### src/rtl/sync_fifo_flags.sv
// Single-clock FIFO with occupancy count, almost-full/almost-empty thresholds and error pulses.
// Define SYNC_FIFO_FWFT_EN for first-word fall-through reads; default is 1-cycle registered read.
module sync_fifo_flags #(
  parameter int unsigned DATA_WIDTH = 8,
  parameter int unsigned DEPTH_FIFO = 16,
  parameter int unsigned AF_LEVEL   = 12,
  parameter int unsigned AE_LEVEL   = 4
) (
  input  logic                          clk,
  input  logic                          reset,
  input  logic                          wr_en,
  input  logic [DATA_WIDTH-1:0]         input_data,
  input  logic                          rd_en,
  output logic [DATA_WIDTH-1:0]         output_data,
  output logic                          empty,
  output logic                          full,
  output logic                          almost_empty,
  output logic                          almost_full,
  output logic [$clog2(DEPTH_FIFO):0]   count,
  output logic                          overflow,
  output logic                          underflow
);

  localparam int unsigned PtrW = $clog2(DEPTH_FIFO);
  localparam int unsigned CntW = PtrW + 1;

  localparam logic [CntW-1:0] Depth   = CntW'(DEPTH_FIFO);
  localparam logic [CntW-1:0] AfLevel = CntW'(AF_LEVEL);
  localparam logic [CntW-1:0] AeLevel = CntW'(AE_LEVEL);

  logic [DATA_WIDTH-1:0] mem_q [DEPTH_FIFO];
  logic [PtrW-1:0]       wr_ptr_q, rd_ptr_q;
  logic [CntW-1:0]       count_q, count_d;
  logic                  overflow_q, underflow_q;
  logic                  wr_ok, rd_ok;

  assign empty        = (count_q == '0);
  assign full         = (count_q == Depth);
  assign almost_empty = (count_q <= AeLevel);
  assign almost_full  = (count_q >= AfLevel);
  assign count        = count_q;
  assign overflow     = overflow_q;
  assign underflow    = underflow_q;

  // A read frees a slot in the same cycle, so a write into a full FIFO is legal alongside it.
  assign rd_ok = rd_en & ~empty;
  assign wr_ok = wr_en & (~full | rd_ok);

  always_comb begin
    count_d = count_q;
    if (wr_ok && !rd_ok) begin
      count_d = count_q + CntW'(1);
    end else if (rd_ok && !wr_ok) begin
      count_d = count_q - CntW'(1);
    end
  end

  // Storage is deliberately left out of reset.
  always_ff @(posedge clk) begin
    if (!reset && wr_ok) begin
      mem_q[wr_ptr_q] <= input_data;
    end
  end

  always_ff @(posedge clk) begin
    if (reset) begin
      wr_ptr_q    <= '0;
      rd_ptr_q    <= '0;
      count_q     <= '0;
      overflow_q  <= 1'b0;
      underflow_q <= 1'b0;
    end else begin
      if (wr_ok) wr_ptr_q <= wr_ptr_q + PtrW'(1);
      if (rd_ok) rd_ptr_q <= rd_ptr_q + PtrW'(1);
      count_q     <= count_d;
      overflow_q  <= wr_en & ~wr_ok;
      underflow_q <= rd_en & empty;
    end
  end

`ifdef SYNC_FIFO_FWFT_EN
  // Head word is always visible; while empty it shows whatever sits at rd_ptr.
  assign output_data = mem_q[rd_ptr_q];
`else
  logic [DATA_WIDTH-1:0] rdata_q;

  always_ff @(posedge clk) begin
    if (reset) begin
      rdata_q <= '0;
    end else if (rd_ok) begin
      rdata_q <= mem_q[rd_ptr_q];
    end
  end

  assign output_data = rdata_q;
`endif

endmodule
### config.mk
export PLATFORM = sky130hd
export DESIGN_NAME = sync_fifo_flags
export DESIGN_NICKNAME = d
export VERILOG_FILES = /design/src/rtl/sync_fifo_flags.sv
export SDC_FILE = /design/constraint.sdc
export NUM_CORES = 1
export LEC_CHECK = 0
export ABC_CLOCK_PERIOD_IN_PS = 4000
export CAP_MARGIN = 30
export CORE_UTILIZATION = 30
export CTS_BUF_LIST = sky130_fd_sc_hd__clkbuf_4 sky130_fd_sc_hd__clkbuf_8
export CTS_CLUSTER_DIAMETER = 60
export DETAILED_ROUTE_END_ITERATION = 10
export GPL_TIMING_DRIVEN = 0
export MAX_ROUTING_LAYER = met4
export PLACE_DENSITY = 0.48
export SKIP_CTS_REPAIR_TIMING = 1
export SLEW_MARGIN = 20
export SYNTH_ARGS = -nofsm -noshare
export SYNTH_HDL_FRONTEND = slang
export SYNTH_SLANG_ARGS = --single-unit
### constraint.sdc
create_clock -name clk -period 4 [get_ports clk]
set_input_delay 0.8 -clock clk [delete_from_list [all_inputs] [get_ports clk]]
set_output_delay 0.8 -clock clk [all_outputs]
set_load 0.005 [all_outputs]
==> results of run 1 <==
## synth_stat cells, types with 2 or more instances
cell type,instances,share of area (%)
a211oi_1,8,1.0
a21o_1,2,0.25
a21oi_1,5,0.41
a22oi_1,8,1.0
buf_1,4,0.25
buf_2,7,0.58
clkbuf_1,10,0.62
dfxtp_1,23,7.6
edfxtp_1,128,64
ha_1,9,1.9
inv_1,7,0.44
mux2i_1,35,5.8
mux4_2,16,6.0
nand2_1,6,0.37
nand2_4,4,0.75
nand2b_1,2,0.21
nand4_1,2,0.21
nor2_1,42,2.6
nor2b_1,2,0.21
nor3_1,13,1.1
o22ai_1,16,1.7
or3_1,2,0.21
xnor2_1,3,0.44
xor2_1,6,0.87
## layout make-up
type | count | area share (%)
multi-input combinational | 192 | 23.0
sequential | 151 | 60.5
clock inverter | 10 | 2.11
timing repair buffer | 29 | 4.08
inverter | 8 | 0.422
tap | 265 | 4.66
buffer | 21 | 1.23
clock buffer | 22 | 4.08
## stage by stage
step | cells | power (mW) | cell area (um2) | hold slack (ns)
2_1_floorplan | 372 | 2.42 | 6040 | 0.494
3_3_place_gp | 666 | 2.76 | 6660 | 0.502
3_5_place_dp | 666 | 2.78 | 6680 | 0.503
4_1_cts | 698 | 4.06 | 7120 | 0.513
5_1_grt | 698 | 4.21 | 7120 | 0.525
6_report | 698 | 4.02 | 7120 | 0.510
## power breakdown
group,switching [mW],internal [mW]
clock,0.553,0.736
sequential,0.0681,1.78
combinational,0.456,0.425
## registers in the layout (all words and copies together), names as in the netlist
signal and flops:
count 5, mem_q 128, output_data 8, overflow 1, rd_ptr_q 4, underflow 1, wr_ptr_q 4
## logic make-up (layout without fill, tap and decap cells)
group / after synthesis / count (layout) / synth area share, %
compound gates: 42 / 42 / 4.83
xor+xnor: 9 / 9 / 1.31
fa+ha+maj: 10 / 10 / 2.20
buf+inv: 29 / 90 / 1.95
flops: 151 / 151 / 71.3
mux: 52 / 52 / 12.0
simple gates: 79 / 79 / 6.45
## worst max-delay path: stages (launching register included)
cell and delay, ns:
dfxtp_1 0.38, or4_1 0.53, buf_2 0.17, o21a_4 0.21, clkinv_1 0.21, ha_1 0.27, inv_1 0.11, ha_1 0.33
a21o_1 0.19, a21oi_1 0.17, mux2i_1 0.23, mux2_2 0.34
## per-layer routing
| metal | up-vias | routed length (um) |
|---|---|---|
| li1 | 1520 | - |
| met1 | 1623 | 6200 |
| met2 | 64 | 6450 |
| met3 | 9 | 626 |
| met4 | 0 | 159 |
| met5 | - | 0 |
## worst max-delay path by stage
| stage | endpoint | cells past startpoint |
|---|---|---|
| 4_1_cts | count[4] | 11 |
| 2_1_floorplan | count[4] | 11 |
| 3_5_place_dp | count[4] | 10 |
| 3_3_place_gp | count[4] | 10 |
| 6_report | count[4] | 11 |
| 5_1_grt | count[4] | 11 |
==> reports/metrics.cfg, run 1 <==
[outcome]
status = finished, final reports clean

[clock_network]
cts-root-buf = clkbuf_8
htreeDepth = 4
clk_pin_slew_ns = 0.08
cts_tree = done
cts_max_path_buffers = 2
cts_sinks = 151
clock_latency_ns = 0.45
cts_buffers = 17

[worst_setup_path]
r2r-end = count[4]
cp-start-kind = register
arrival_ns = 3.59
critPathRequiredTime_ns = 4.35
worstRegToRegCells = 11
crit_fanout = 9
cp-end-kind = register
worstReg2RegStart = count[0]
crit_type = register to register
critPathLaunch = count[0]
r2r_setup_slack_ns = 0.76

[timing]
fmax_ghz = 0.308
hold_viol = 0
finalSetupViolCount = 0
rsz0062_at_grt = no
timing.final.crit_share_pct = 81.1
fin_ws_ns = 0.756
tightest_slew_ns = 0.936
tns_ns = 0
skew_ns = 0.0120
slew_headroom_pct = 37.4
fin_crit_ns = 3.24
finalMaxSlewViolations = 0

[place]
place_ws_ns = 0.312
gp_congestion = 0.728
hpwlAfterDp_mm = 8.76
portBuffers = 29

[grt]
top_usage_layer = met2
grt_max_degree = 17
grt.met2_usage_pct = 21.4
grt_pass1_vias = 3150
grt_pass1_wl_mm = 19.9
antenna_found_initial = 0
grt-ovfl-total = 0
grt_usage_pct = 14.3
grt_use_met3_pct = 3.60
use_met1_pct = 19.1

[power_and_ir_drop]
p_leak_nw = 2.26
cellPowerDensity_nw_per_um2 = 565
vdd_drop_max_mv = 0.197

[route]
vias = 3216
drt_iter0_drc = 226
viasPerCell = 4.61
first_pass_iters = 4
ant_nets = 0
wl_per_cell_um = 19.2
post-route-drc-count = 0
wirelength_mm = 13.4

[synthesis]
yosysSeqAreaShare_pct = 71.3
syn_avg_cell_area_um2 = 16.2
yosys_warnings = 0
ys_types = 36
async_reset_ff_share_pct = 0
ys_ff_latch = 151
syn_area_um2 = 6040
synth-edff-count = 128
postSynthCellCount = 372
synth-main-ff-cell = edfxtp_1
synth_fp_nets = 394

[floorplan]
io_pins = 31
die_h_um = 144
die_area_um2 = 20700
coreArea_um2 = 19600
fp-row-count = 51
chipWidth_um = 144
start_util_pct = 30.8

[layout]
fillers = 1870
syn_to_final_growth_pct = 17.9
final_cell_mix = 128 x edfxtp_1, 42 x nor2_1, 35 x mux2i_1
multi_input_area_um2 = 1630
finalCoreUtilization_pct = 36.3
final_net_count = 442
regArea_um2 = 4300
n_antenna_cell = 0
layout-drive-gt1-share_pct = 14.8
layout_commonest_cell = edfxtp_1

[hold_path]
whs_endpoint = output_data[6]
holdCritStartpoint = output_data[6]
hold-path-cell-count = 2
min_path_type = register to register

[flow_run]
maxCapViolations = 0

No activity file was read; power rests on OpenSTA's default activity.
==> inputs of run 2 (changes only) <==
--- a/config.mk
+++ b/config.mk
@@ -5,7 +5,7 @@
 export SDC_FILE = /design/constraint.sdc
 export NUM_CORES = 1
 export LEC_CHECK = 0
-export ABC_CLOCK_PERIOD_IN_PS = 4000
+export ABC_CLOCK_PERIOD_IN_PS = 3000
 export CAP_MARGIN = 30
 export CORE_UTILIZATION = 30
 export CTS_BUF_LIST = sky130_fd_sc_hd__clkbuf_4 sky130_fd_sc_hd__clkbuf_8
==> constraint.sdc (replaced) <==
create_clock -name clk -period 3 [get_ports clk]
set_input_delay 0.6 -clock clk [delete_from_list [all_inputs] [get_ports clk]]
set_output_delay 0.6 -clock clk [all_outputs]
set_load 0.005 [all_outputs]
==> run 2 against run 1 <==
Effect of this change: first-iteration DRC count decreased by 8.4%; sequential share of layout area fell by 0.41 points; flip-flop and latch count stayed put; critical path depth fell by 1; register-to-register slack lost 0.62 ns; clock skew increased by 0.0025 ns; wire length grew 0.30%; via count did not move.
==> reports/metrics.cfg, run 2 (same netlist as run 1, synthesis figures left out) <==
[worst_setup_path]
worstReg2RegStart = count[0]
crit_fanout = 6  ; -3
r2r-end = count[4]
r2r_setup_slack_ns = 0.13  ; -0.62 ns
arrival_ns = 3.22  ; -0.37 ns
cp-start-kind = register
cp-end-kind = register
worstRegToRegCells = 10  ; -1
crit_type = register to register
critPathRequiredTime_ns = 3.35  ; -1.00 ns

[layout]
n_antenna_cell = 0  ; unchanged
regMostFlops = mem_q
multi_input_area_um2 = 1660  ; +1.8%
syn_to_final_growth_pct = 18.9
layout-drive-gt1-share_pct = 17.0  ; +2.2 points
fillers = 1864  ; -0.32%
final_cell_mix = 128 x edfxtp_1, 42 x nor2_1, 35 x mux2i_1
regArea_um2 = 4310  ; +0.15%
layout_commonest_cell = edfxtp_1
final_net_count = 444  ; +0.45%
finalCoreUtilization_pct = 36.6  ; +0.30 points
largest_register_ffs = 128  ; unchanged

[route]
viasPerCell = 4.59  ; -0.29%
wl_met3_um = 520  ; -17%
top_layer = met4
ant_nets = 0  ; unchanged
post-route-drc-count = 0  ; unchanged
wirelength_mm = 13.5  ; +0.30%
wl_met1_mm = 6.30  ; +1.6%
vias = 3216  ; unchanged
drt_iter0_drc = 207  ; -8.4%
wl_per_cell_um = 19.2  ; about the same
wl_met2_mm = 6.49  ; +0.71%
first_pass_iters = 4  ; unchanged

[floorplan]
fp-row-count = 51  ; unchanged
die_area_um2 = 20700  ; unchanged
coreArea_um2 = 19600  ; unchanged
io_pins = 31  ; unchanged
die_h_um = 144  ; unchanged
chipWidth_um = 144  ; unchanged
start_util_pct = 30.8  ; unchanged

[clock_network]
htreeDepth = 4  ; unchanged
clock_latency_ns = 0.45  ; about the same
cts_sinks = 151  ; unchanged
cts_tree = done
cts_buffers = 17  ; unchanged
cts-root-buf = clkbuf_8
cts_max_path_buffers = 2  ; unchanged
clk_pin_slew_ns = 0.08  ; about the same

[place]
portBuffers = 29  ; unchanged
gp_congestion = 0.728  ; unchanged
hpwlAfterDp_mm = 8.76  ; unchanged

[timing]
tightest_slew_ns = 0.920  ; -0.0154 ns
finalSetupViolCount = 0  ; unchanged
fmax_ghz = 0.349  ; +13%
finalMaxSlewViolations = 0  ; unchanged
slew_headroom_pct = 38.4  ; +1.0 points
skew_ns = 0.0145  ; +0.00245 ns
rsz0062_at_grt = no
timing.final.crit_share_pct = 95.6  ; +14 points
hold_viol = 0  ; unchanged
fin_crit_ns = 2.87  ; -0.377 ns
tns_ns = 0  ; unchanged

[grt]
grt_pass1_vias = 3150  ; unchanged
antenna_found_initial = 0  ; unchanged
grt-ovfl-total = 0  ; unchanged
grt_max_degree = 17  ; unchanged
grt_usage_pct = 14.3  ; unchanged
grt_pass1_wl_mm = 19.9  ; unchanged

[hold_path]
min_path_type = primary input to register
whs_endpoint = overflow
holdCritStartpoint = reset
hold-path-cell-count = 2  ; unchanged

[power_and_ir_drop]
p_sw_share_pct = 26.8  ; +0.067 points
vdd_drop_max_mv = 0.264  ; +34%
p_clk_share_pct = 31.8  ; -0.2 points
p_leak_nw = 2.27  ; +0.51%
intPower_mw = 3.97  ; +35%
power_frac_seq_pct = 45.7  ; -0.3 points
power_switching_mw = 1.46  ; +35%
p_comb_share_pct = 22.5  ; +0.6 points
cellPowerDensity_nw_per_um2 = 755  ; +34%

[outcome]
status = finished, final reports clean

[flow_run]
maxCapViolations = 0  ; unchanged

[run 2: cell types whose count changed in the layout (fill, tap and decap cells not counted), sizes merged]
| cell | delta |
|---|---|
| buf | +2 |
| clkinv | -1 |
| clkinvlp | +1 |
[run 2: metal layers]
layer | global-route usage (%) | up-vias
met3 | 3.60 | 8
met4 | 4.20 | 0
met2 | 21.4 | 51
li1 | - | 1522
met1 | 19.1 | 1635
met5 | - | -
[run 2: power groups by stage]
stage / logic, mW / registers (mW) / clock network (mW)
global route: 1.34 / 2.49 / 1.84
floorplan: 0.729 / 2.50 / 0
detailed placement: 1.19 / 2.52 / 0
global placement: 1.17 / 2.52 / 0
CTS: 1.19 / 2.47 / 1.75
finish: 1.22 / 2.48 / 1.72
[run 2: metrics by stage]
stage          hold WS, ns  power, mW  instance area (um2)  std cells  worst slack (ns)
6_report             0.490       5.42                 7180        700             0.133
2_1_floorplan        0.494       3.23                 6040        372            0.0841
3_5_place_dp         0.503       3.71                 6680        666            -0.488
3_3_place_gp         0.502       3.69                 6660        666            -0.498
5_1_grt              0.525       5.67                 7180        700            0.0153
4_1_cts              0.473       5.41                 7120        698            -0.278
[run 2: critical path, cell delays in order, from the launching register on]
cell and delay, ns:
dfxtp_4 0.37, or4_1 0.52, buf_4 0.17, o31a_1 0.33
ha_4 0.20, inv_4 0.07, ha_4 0.20, a21o_1 0.18
a21oi_2 0.15, mux2i_1 0.22, mux2_2 0.34
[run 2: layout make-up]
cell class | instances | area share (%)
flip-flops and latches | 151 | 60.1
well taps | 265 | 4.62
repair buffers | 31 | 4.25
plain buffers | 21 | 1.26
clock buffers | 22 | 4.04
multi-input cells | 192 | 23.2
clock inverters | 10 | 2.09
inverters | 8 | 0.506
[run 2: worst max path at each step]
stage             start        to  slack, ns
2_1_floorplan  count[0]  count[4]       0.08
3_3_place_gp      rd_en  count[4]      -0.50
3_5_place_dp      rd_en  count[4]      -0.49
4_1_cts        count[0]  count[4]      -0.28
5_1_grt        count[0]  count[4]       0.02
6_report       count[0]  count[4]       0.13
